$ cat src/rtl/key_event_arbiter_if.sv
// Event handshake between key_event_arbiter (master) and the command consumer (slave).
interface key_event_arbiter_if #(
    parameter int IDW = 2
) ();
    logic           evt_valid;
    logic [IDW-1:0] evt_id;
    logic           evt_ready;

    modport master (output evt_valid, output evt_id, input evt_ready);
    modport slave  (input evt_valid, input evt_id, output evt_ready);
endinterface

$ cat src/rtl/key_event_arbiter.sv
// Synchronises, debounces and edge-detects N request lines, then serialises the
// rising edges through a round-robin arbiter onto a valid/ready event stream.
module key_event_arbiter #(
    parameter int N        = 4,
    parameter int DEBOUNCE = 4,
    parameter int IDW      = $clog2(N)
) (
    input  logic                clk,
    input  logic                reset_n,
    input  logic [N-1:0]        req_async,
    input  logic                clr_ovf,
    key_event_arbiter_if.master evt,
    output logic [N-1:0]        pending,
    output logic                overflow
);
    localparam int             CW       = $clog2(DEBOUNCE) + 1;
    localparam logic [CW-1:0]  CNT_MAX  = CW'(DEBOUNCE - 1);
    localparam logic [IDW-1:0] LAST_RST = IDW'(N - 1);

    typedef enum logic {IDLE, OFFER} state_t;

    state_t         state;
    logic [N-1:0]   s1;
    logic [N-1:0]   s2;
    logic [N-1:0]   deb;
    logic [N-1:0]   deb_d;
    logic [N-1:0]   rise;
    logic [N-1:0]   grant;
    logic [CW-1:0]  cnt [N];
    logic [IDW-1:0] last;
    logic [IDW-1:0] sel;
    logic           found;
    int unsigned    idx;

    always_ff @(posedge clk or negedge reset_n) begin
        if (!reset_n) begin
            s1    <= '0;
            s2    <= '0;
            deb_d <= '0;
        end else begin
            s1    <= req_async;
            s2    <= s1;
            deb_d <= deb;
        end
    end

    // A new level is adopted only after DEBOUNCE consecutive disagreeing samples.
    always_ff @(posedge clk or negedge reset_n) begin
        if (!reset_n) begin
            deb <= '0;
            for (int unsigned i = 0; i < N; i++) begin
                cnt[i] <= '0;
            end
        end else begin
            for (int unsigned i = 0; i < N; i++) begin
                if (s2[i] == deb[i]) begin
                    cnt[i] <= '0;
                end else if (cnt[i] == CNT_MAX) begin
                    deb[i] <= s2[i];
                    cnt[i] <= '0;
                end else begin
                    cnt[i] <= cnt[i] + CW'(1);
                end
            end
        end
    end

    always_comb begin
        rise = deb & ~deb_d;
    end

    // Round-robin search starting just after the last granted channel.
    always_comb begin
        sel   = '0;
        found = 1'b0;
        idx   = 0;
        for (int unsigned k = 1; k <= N; k++) begin
            idx = (32'(last) + k) % N;
            if (!found && pending[IDW'(idx)]) begin
                found = 1'b1;
                sel   = IDW'(idx);
            end
        end
    end

    always_comb begin
        grant = '0;
        if (state == IDLE && found) begin
            grant[sel] = 1'b1;
        end
    end

    always_ff @(posedge clk or negedge reset_n) begin
        if (!reset_n) begin
            pending  <= '0;
            overflow <= 1'b0;
        end else begin
            pending <= (pending & ~grant) | rise;
            if ((rise & pending & ~grant) != '0) begin
                overflow <= 1'b1;
            end else if (clr_ovf) begin
                overflow <= 1'b0;
            end
        end
    end

    always_ff @(posedge clk or negedge reset_n) begin
        if (!reset_n) begin
            state         <= IDLE;
            last          <= LAST_RST;
            evt.evt_valid <= 1'b0;
            evt.evt_id    <= '0;
        end else begin
            case (state)
                IDLE: begin
                    if (found) begin
                        evt.evt_id    <= sel;
                        evt.evt_valid <= 1'b1;
                        state         <= OFFER;
                    end
                end
                OFFER: begin
                    if (evt.evt_ready) begin
                        last          <= evt.evt_id;
                        evt.evt_valid <= 1'b0;
                        state         <= IDLE;
                    end
                end
            endcase
        end
    end
endmodule
$ cat src/flat_wrapper.sv
// flat-port wrapper written by rule: the top's interface ports become plain ports
module key_event_arbiter_flat 
#(
    parameter int N        = 4,
    parameter int DEBOUNCE = 4,
    parameter int IDW      = $clog2(N)
)
  (clk, reset_n, req_async, clr_ovf, pending, overflow, evt_evt_valid, evt_evt_id, evt_evt_ready);
  key_event_arbiter_if #(.IDW(IDW)) evt_i ();
  input  logic clk;
  input  logic reset_n;
  input  logic [N-1:0] req_async;
  input  logic clr_ovf;
  output logic [N-1:0] pending;
  output logic overflow;
  output wire logic [$bits(evt_i.evt_valid)-1:0] evt_evt_valid;
  output wire logic [$bits(evt_i.evt_id)-1:0] evt_evt_id;
  input wire logic [$bits(evt_i.evt_ready)-1:0] evt_evt_ready;
  assign evt_evt_valid = evt_i.evt_valid;
  assign evt_evt_id = evt_i.evt_id;
  assign evt_i.evt_ready = evt_evt_ready;
  key_event_arbiter #(.N(N), .DEBOUNCE(DEBOUNCE), .IDW(IDW)) u_core (.clk(clk), .reset_n(reset_n), .req_async(req_async), .clr_ovf(clr_ovf), .evt(evt_i), .pending(pending), .overflow(overflow));
endmodule
$ cat config.mk
export PLATFORM = sky130hd
export DESIGN_NAME = key_event_arbiter_flat
export DESIGN_NICKNAME = d
export VERILOG_FILES = /design/src/rtl/key_event_arbiter_if.sv /design/src/rtl/key_event_arbiter.sv /design/src/flat_wrapper.sv
export SDC_FILE = /design/constraint.sdc
export NUM_CORES = 1
export LEC_CHECK = 0
export ABC_CLOCK_PERIOD_IN_PS = 2300
export CAP_MARGIN = 0
export CORE_UTILIZATION = 40
export CTS_CLUSTER_SIZE = 25
export DETAILED_ROUTE_END_ITERATION = 7
export GPL_ROUTABILITY_DRIVEN = 1
export HOLD_SLACK_MARGIN = 0.08
export MAX_ROUTING_LAYER = met4
export SETUP_SLACK_MARGIN = 0.4
export SYNTH_ARGS = -nofsm -noshare
export SYNTH_HDL_FRONTEND = slang
export SYNTH_SLANG_ARGS = --single-unit
$ cat constraint.sdc
create_clock -name clk -period 2.3 [get_ports clk]
set_clock_uncertainty 0.1 [all_clocks]
set_input_delay 0.575 -clock clk [delete_from_list [all_inputs] [get_ports clk]]
set_output_delay 0.575 -clock clk [all_outputs]
set_load 0.01 [all_outputs]
# After elaboration in Yosys (flattened, before gate mapping)
# Index checks and enable logic that the tools add are counted.
[word_totals]
inputBits = 8
output_inout_bits = 8
word_cells = 105
register_bits = 39
[classes]
magnitude_cmp = 6
n_eq_ne = 10
n_addsub = 8
n_reduce_logical = 17
muxes = 35
bitwise_logic = 12
[ops]
columns = ["operator", "n"]
rows = [
  ["$mux 3", 8],
  ["$and 4x4->4", 4],
  ["$lt 2x3->1 const B", 5],
  ["$mux 1", 15],
  ["$reduce_and 2->1", 7],
  ["$add 3x1->3 const B", 4],
  ["$eq 3x2->1 const B", 4],
  ["$bmux 1 s2", 4],
  ["$mux 2", 4],
  ["$not 4->4", 2],
  ["$logic_and 1x1->1", 5],
  ["$not 1->1", 5],
  ["$add 2x1->2 const B", 2],
  ["$add 2x2->2 const B", 2],
  ["$eq 1x1->1", 4],
  ["$mux 4", 1],
  ["$or 4x4->4", 1],
  ["$pmux 1 s2", 2],
  ["$reduce_bool 4->1", 1],
  ["$logic_not 1->1", 3],
  ["$demux 1 s2", 1],
  ["$ge 2x1->1 const B", 1],
  ["$ne 2x1->1 const B", 1],
  ["$ne 2x2->1 const B", 1],
  ["$reduce_bool 2->1", 1],
]

# Logic depth before layout (Yosys ltp)
[depth]
ltp_word = 22
depth_mapped = 5
ltp_nobuf = 5

# Worst setup path before layout
# No wires, ideal clock.
[synth_timing]
path_type = "flip-flop to flip-flop"
startpoint = "register u_core.pending[1]"
endpoint = "register u_core.overflow"
path_buffers = 0
path_stages_with_launch = 6
setup_slack_ns = 0.641
period_less_slack_ns = 1.659
arrival_ns = 1.423
setup_time_ns = 0.136
required_time_ns = 2.064
path_cell_list = "dfrtp_1 > o211ai_1 > o211ai_2 > nand2b_4 > o41ai_2 > o311ai_1"
[synth_via]
elab_chain_len = 21
elab_cells_between_ends = 35
cone_classes = "2 x order compare; 20 x mux; 3 x bitwise; 10 x reduce/logical"
[synth_lines]
columns = ["element", "line_no", "text"]
rows = [
  ["from (decl)", "key_event_arbiter.sv:13", "output logic [N-1:0] pending,"],
  ["from (signal assigned)", "key_event_arbiter.sv:98", "pending <= (pending & ~grant) | rise;"],
  ["$bmux 1 s2", "key_event_arbiter.sv:79", "if (!found && pending[IDW'(idx)]) begin"],
  ["$mux 1 (not written as such)", "key_event_arbiter.sv:79", ""],
  ["$mux 1", "key_event_arbiter.sv:79", ""],
  ["$logic_not 1->1", "key_event_arbiter.sv:79", ""],
  ["$logic_and 1x1->1", "key_event_arbiter.sv:79", ""],
  ["$mux 1", "key_event_arbiter.sv:79", ""],
  ["$logic_not 1->1", "key_event_arbiter.sv:79", ""],
  ["$logic_and 1x1->1", "key_event_arbiter.sv:79", ""],
  ["[5 not listed]", "n/a", ""],
  ["$logic_and 1x1->1 (not written as such)", "key_event_arbiter.sv:89", "grant[sel] = 1'b1;"],
  ["$mux 1 (not written as such)", "key_event_arbiter.sv:89", ""],
  ["$demux 1 s2", "n/a", ""],
  ["$mux 4", "key_event_arbiter.sv:88", "if (state == IDLE && found) begin"],
  ["$not 4->4", "key_event_arbiter.sv:99", "if ((rise & pending & ~grant) != '0) begin"],
  ["$and 4x4->4 (*)", "key_event_arbiter.sv:99", ""],
  ["$reduce_bool 4->1 (*)", "key_event_arbiter.sv:99", ""],
  ["$mux 1 / $reduce_bool 2->1 (equally long branches)", "n/a", ""],
  ["to (signal assigned)", "key_event_arbiter.sv:96", "overflow <= 1'b0;"],
  ["to (signal assigned)", "key_event_arbiter.sv:100", "overflow <= 1'b1;"],
  ["to (signal assigned)", "key_event_arbiter.sv:102", "overflow <= 1'b0;"],
  ["to (decl)", "key_event_arbiter.sv:14", "output logic overflow"],
]
# Every way passes the cells marked *; elsewhere a longest branch is shown, timed or not. The select of a mux whose other input is x is not followed.
# A chain may end at the register's enable or synchronous reset.

# Worst setup path in the final report
[layout_timing]
startpoint = "register u_core.pending[1]"
endpoint = "output pending[1]"
[layout_lines]
columns = ["element", "line_no", "text"]
rows = [
  ["to (decl)", "flat_wrapper.sv:14", "output logic [N-1:0] pending;"],
]
# No word-level cell between the ends.

==> results.toml <==
[final_layout]
drive_gt1_share_pct = 19.2
nets = 167
fill_cells = 337
multiInputGateArea_um2 = 608
antennaDiodeCount = 0
seqCellArea_um2 = 983
final_util_pct = 53.0
areaGrowthSynthToFinish_pct = 25.3
final_area_mm2 = 0.00199

[worst_setup_path]
crit_required_ns = 1.62
critPathCaptureType = "output pin"
cp_num_buf_inv = 1
crit_family = "buffers and inverters"
critical_path_class = "flop to output pin"
critical-path-max-stage-delay_ns = 0.53
slowest_stage = "clkdlybuf4s50_1"
path_max_fanout = 2
worst_setup_path_start_kind = "flop"
path_cells = "clkdlybuf4s50_1"
arrival_ns = 1.17

[place]
gp_congestion = 0.945
dp_hpwl_um = 1890
placed_area_mm2 = 0.00180
io_buffers = 15

[synth]
ys_ff_latch = 39
synth_nets = 140
syn_inst = 128
synth_compound_area_share_pct = 11.4
ys_seq_area_share_pct = 61.7
synth.distinct_cells = 33
yosysWarnings = 0
synth_top_family_by_area = "simple AND/OR/NAND/NOR gates"
synth_ff_type = "dfrtp_1"
syn_area_mm2 = 0.00159
synth.area.mux_share_pct = 2.84
avgSynthCellArea_um2 = 12.4
yosys.area_share.simple_pct = 17.5
ys_async_sr_fraction_pct = 100
post_synth_xor_area_fraction_pct = 2.21
synthAdderAreaFrac_pct = 3.16
synth-edff-count = 0

[floorplan]
fp.dieArea_mm2 = 0.00422
die_x_um = 65.0
io-pin-count = 16
row_count = 22
core_area_mm2 = 0.00374
start_util_pct = 42.3
die_h_um = 65.0

[sta]
tightestPinTransition_ns = 0.519
setup_violations = 0
relSlewSlack_pct = 65.1
whs_ns = 0.225
fin_crit_ns = 1.84
final.period_utilization_pct = 80.1
hold_viol_final = 0
fmax_mhz = 543
rsz0062_at_grt = "no"
drv_slew = 0
tns_ns = 0

[global_route]
grt_util_met2_pct = 24.2
antenna_found_initial = 0
use_met1_pct = 18.5
grt_pass1_wl_um = 4910
grt_pass1_vias = 1113
grt.met3_usage_pct = 6.69
grt-busiest-layer = "met2"
grt_start_max_net_pins = 40
grt-ovfl-total = 0
track_usage_pct = 16.2

[hold_path]
min_path_type = "primary input to asynchronous set/reset pin"

[power]
pwr-share-clk_pct = 22.9
p_sw_uw = 814
p_total_uw = 2510
sw_frac_of_total_pct = 32.4
p_leak_uw = 0.000897
p_seq_share_pct = 42.2
intPower_uw = 1700
p_per_area_mw_per_mm2 = 1260
ir_drop_v = 0.000580
p_comb_share_pct = 35.0

[clocking]
clkSlewWorstSetupHoldPaths_ns = 0.07
cts_sinks = 39
cts_root_buffer = "clkbuf_8"
clock_path_buffers = 2
ctsHtreeMaxLevel = 2
numCtsBuffers = 5
clkLatencyLatePin_ns = 0.28
cts_tree = "yes"
hold_buffers = 0

[job]
cap_violations = 0

[drt]
wirelength_um = 2720
detail_route.wl_per_cell_um = 13.3
drc = 0
drt_iter0_drc = 68
first_pass_iters = 4
vias_per_cell = 5.32
routed-via-count = 1085
ant_nets = 0

[outcome]
run_status = "completed"
[power groups by stage]
stage / clock, uW / sequential [uW] / combinational [uW]
2_1_floorplan: 0 / 1090 / 508
6_report: 574 / 1060 / 878
5_1_grt: 630 / 1090 / 983
3_3_place_gp: 0 / 1100 / 740
4_1_cts: 598 / 1060 / 864
3_5_place_dp: 0 / 1120 / 766
[sequential cells by signal, summed over array words and instances, names as in the netlist]
name,cells
u_core.state,1
u_core.last,2
u_core.evt.evt_id,2
u_core.s1,4
u_core.s2,4
u_core.deb,4
u_core.cnt,12
u_core.evt.evt_valid,1
u_core.pending,4
u_core.deb_d,4
u_core.overflow,1
[synthesized netlist by cell type (2+ instances only)]
cell / count / area, um^2
nand2b_1: 6 / 37.5
o211ai_1: 2 / 15.0
mux2_1: 2 / 22.5
xnor2_1: 4 / 35.0
o21ai_0: 4 / 20.0
o21bai_1: 2 / 15.0
ha_1: 4 / 50.1
and3b_1: 2 / 17.5
nor3_1: 4 / 20.0
nor2_1: 6 / 22.5
nand2_1: 8 / 30.0
nor2b_1: 5 / 31.3
mux2_2: 2 / 22.5
inv_1: 5 / 18.8
dfstp_2: 2 / 52.6
o21ai_1: 5 / 25.0
a21oi_1: 6 / 30.0
dfrtp_1: 37 / 926
nor3b_1: 8 / 60.1
[metrics by stage]
step / setup WS, ns / cells
2_1_floorplan: 0.641 / 128
3_3_place_gp: 0.484 / 192
3_5_place_dp: 0.424 / 192
4_1_cts: 0.408 / 204
5_1_grt: 0.413 / 204
6_report: 0.457 / 204
[metal layers]
| layer | routed length (um) | vias up |
|---|---|---|
| met5 | 0 | - |
| met4 | 81 | 0 |
| met3 | 159 | 11 |
| met2 | 1320 | 34 |
| met1 | 1160 | 535 |
| li1 | - | 505 |
[cells in the final DEF (no fill, tap or decap), types with 2 or more instances in the layout]
cell type        netlist  routed
a21oi_1                6       5
and3b_1                2       2
buf_4                  0       5
clkbuf_8               0       6
clkdlybuf4s50_1        0       8
dfrtp_1               37      33
dfrtp_2                0       4
dfstp_2                2       2
dlymetal6s2s_1         0       6
ha_1                   4       4
inv_1                  5       5
mux2_1                 2       2
mux2_2                 2       2
nand2_1                8       8
nand2b_1               6       6
nor2_1                 6       6
nor2b_1                5       5
nor3_1                 4       3
nor3b_1                8       8
o211ai_1               2       2
o21ai_0                4       4
o21ai_1                5       5
o21bai_1               2       2
xnor2_1                4       4
[final timing paths]
kind	start	end	slack [ns]	depth (start not counted)
max reg2reg	u_core.pending[2]	u_core.pending[0]	0.52	6
max in group asynchronous	reset_n	u_core.pending[1]	1.52	2
max	u_core.pending[1]	pending[1]	0.46	1
min	reset_n	u_core.s2[3]	0.23	2
min reg2reg	u_core.s1[1]	u_core.s2[1]	0.25	0
min in group clk	u_core.s1[1]	u_core.s2[1]	0.25	0
[area by class of cell]
class / count / area share (%)
clock inverter: 2 / 1.76
inverter: 5 / 0.945
timing repair buffer: 20 / 9.96
tap: 48 / 3.02
sequential: 39 / 49.5
multi-input combinational: 84 / 30.6
clock buffer: 6 / 4.16
[cells by family (layout without fill, tap and decap cells)]
logic type,count (synthesis),count (layout)
adder cells (fa/ha/maj),4,4
buffers and inverters,5,33
AND/OR/NAND/NOR,45,45
XOR/XNOR,4,4
flip-flops,39,39
AO/OA/AOI/OAI,27,27
multiplexers,4,4
[what timing repair did]
item | in CTS | in global routing
setup endpoints to repair | 4 | 10
resized for setup | 4 | 9
endpoints found under the hold margin | 0 | 0
pin swaps | 0 | 3
setup buffers | 4 | 0
Note: power is estimated with default switching activity, not from simulation.
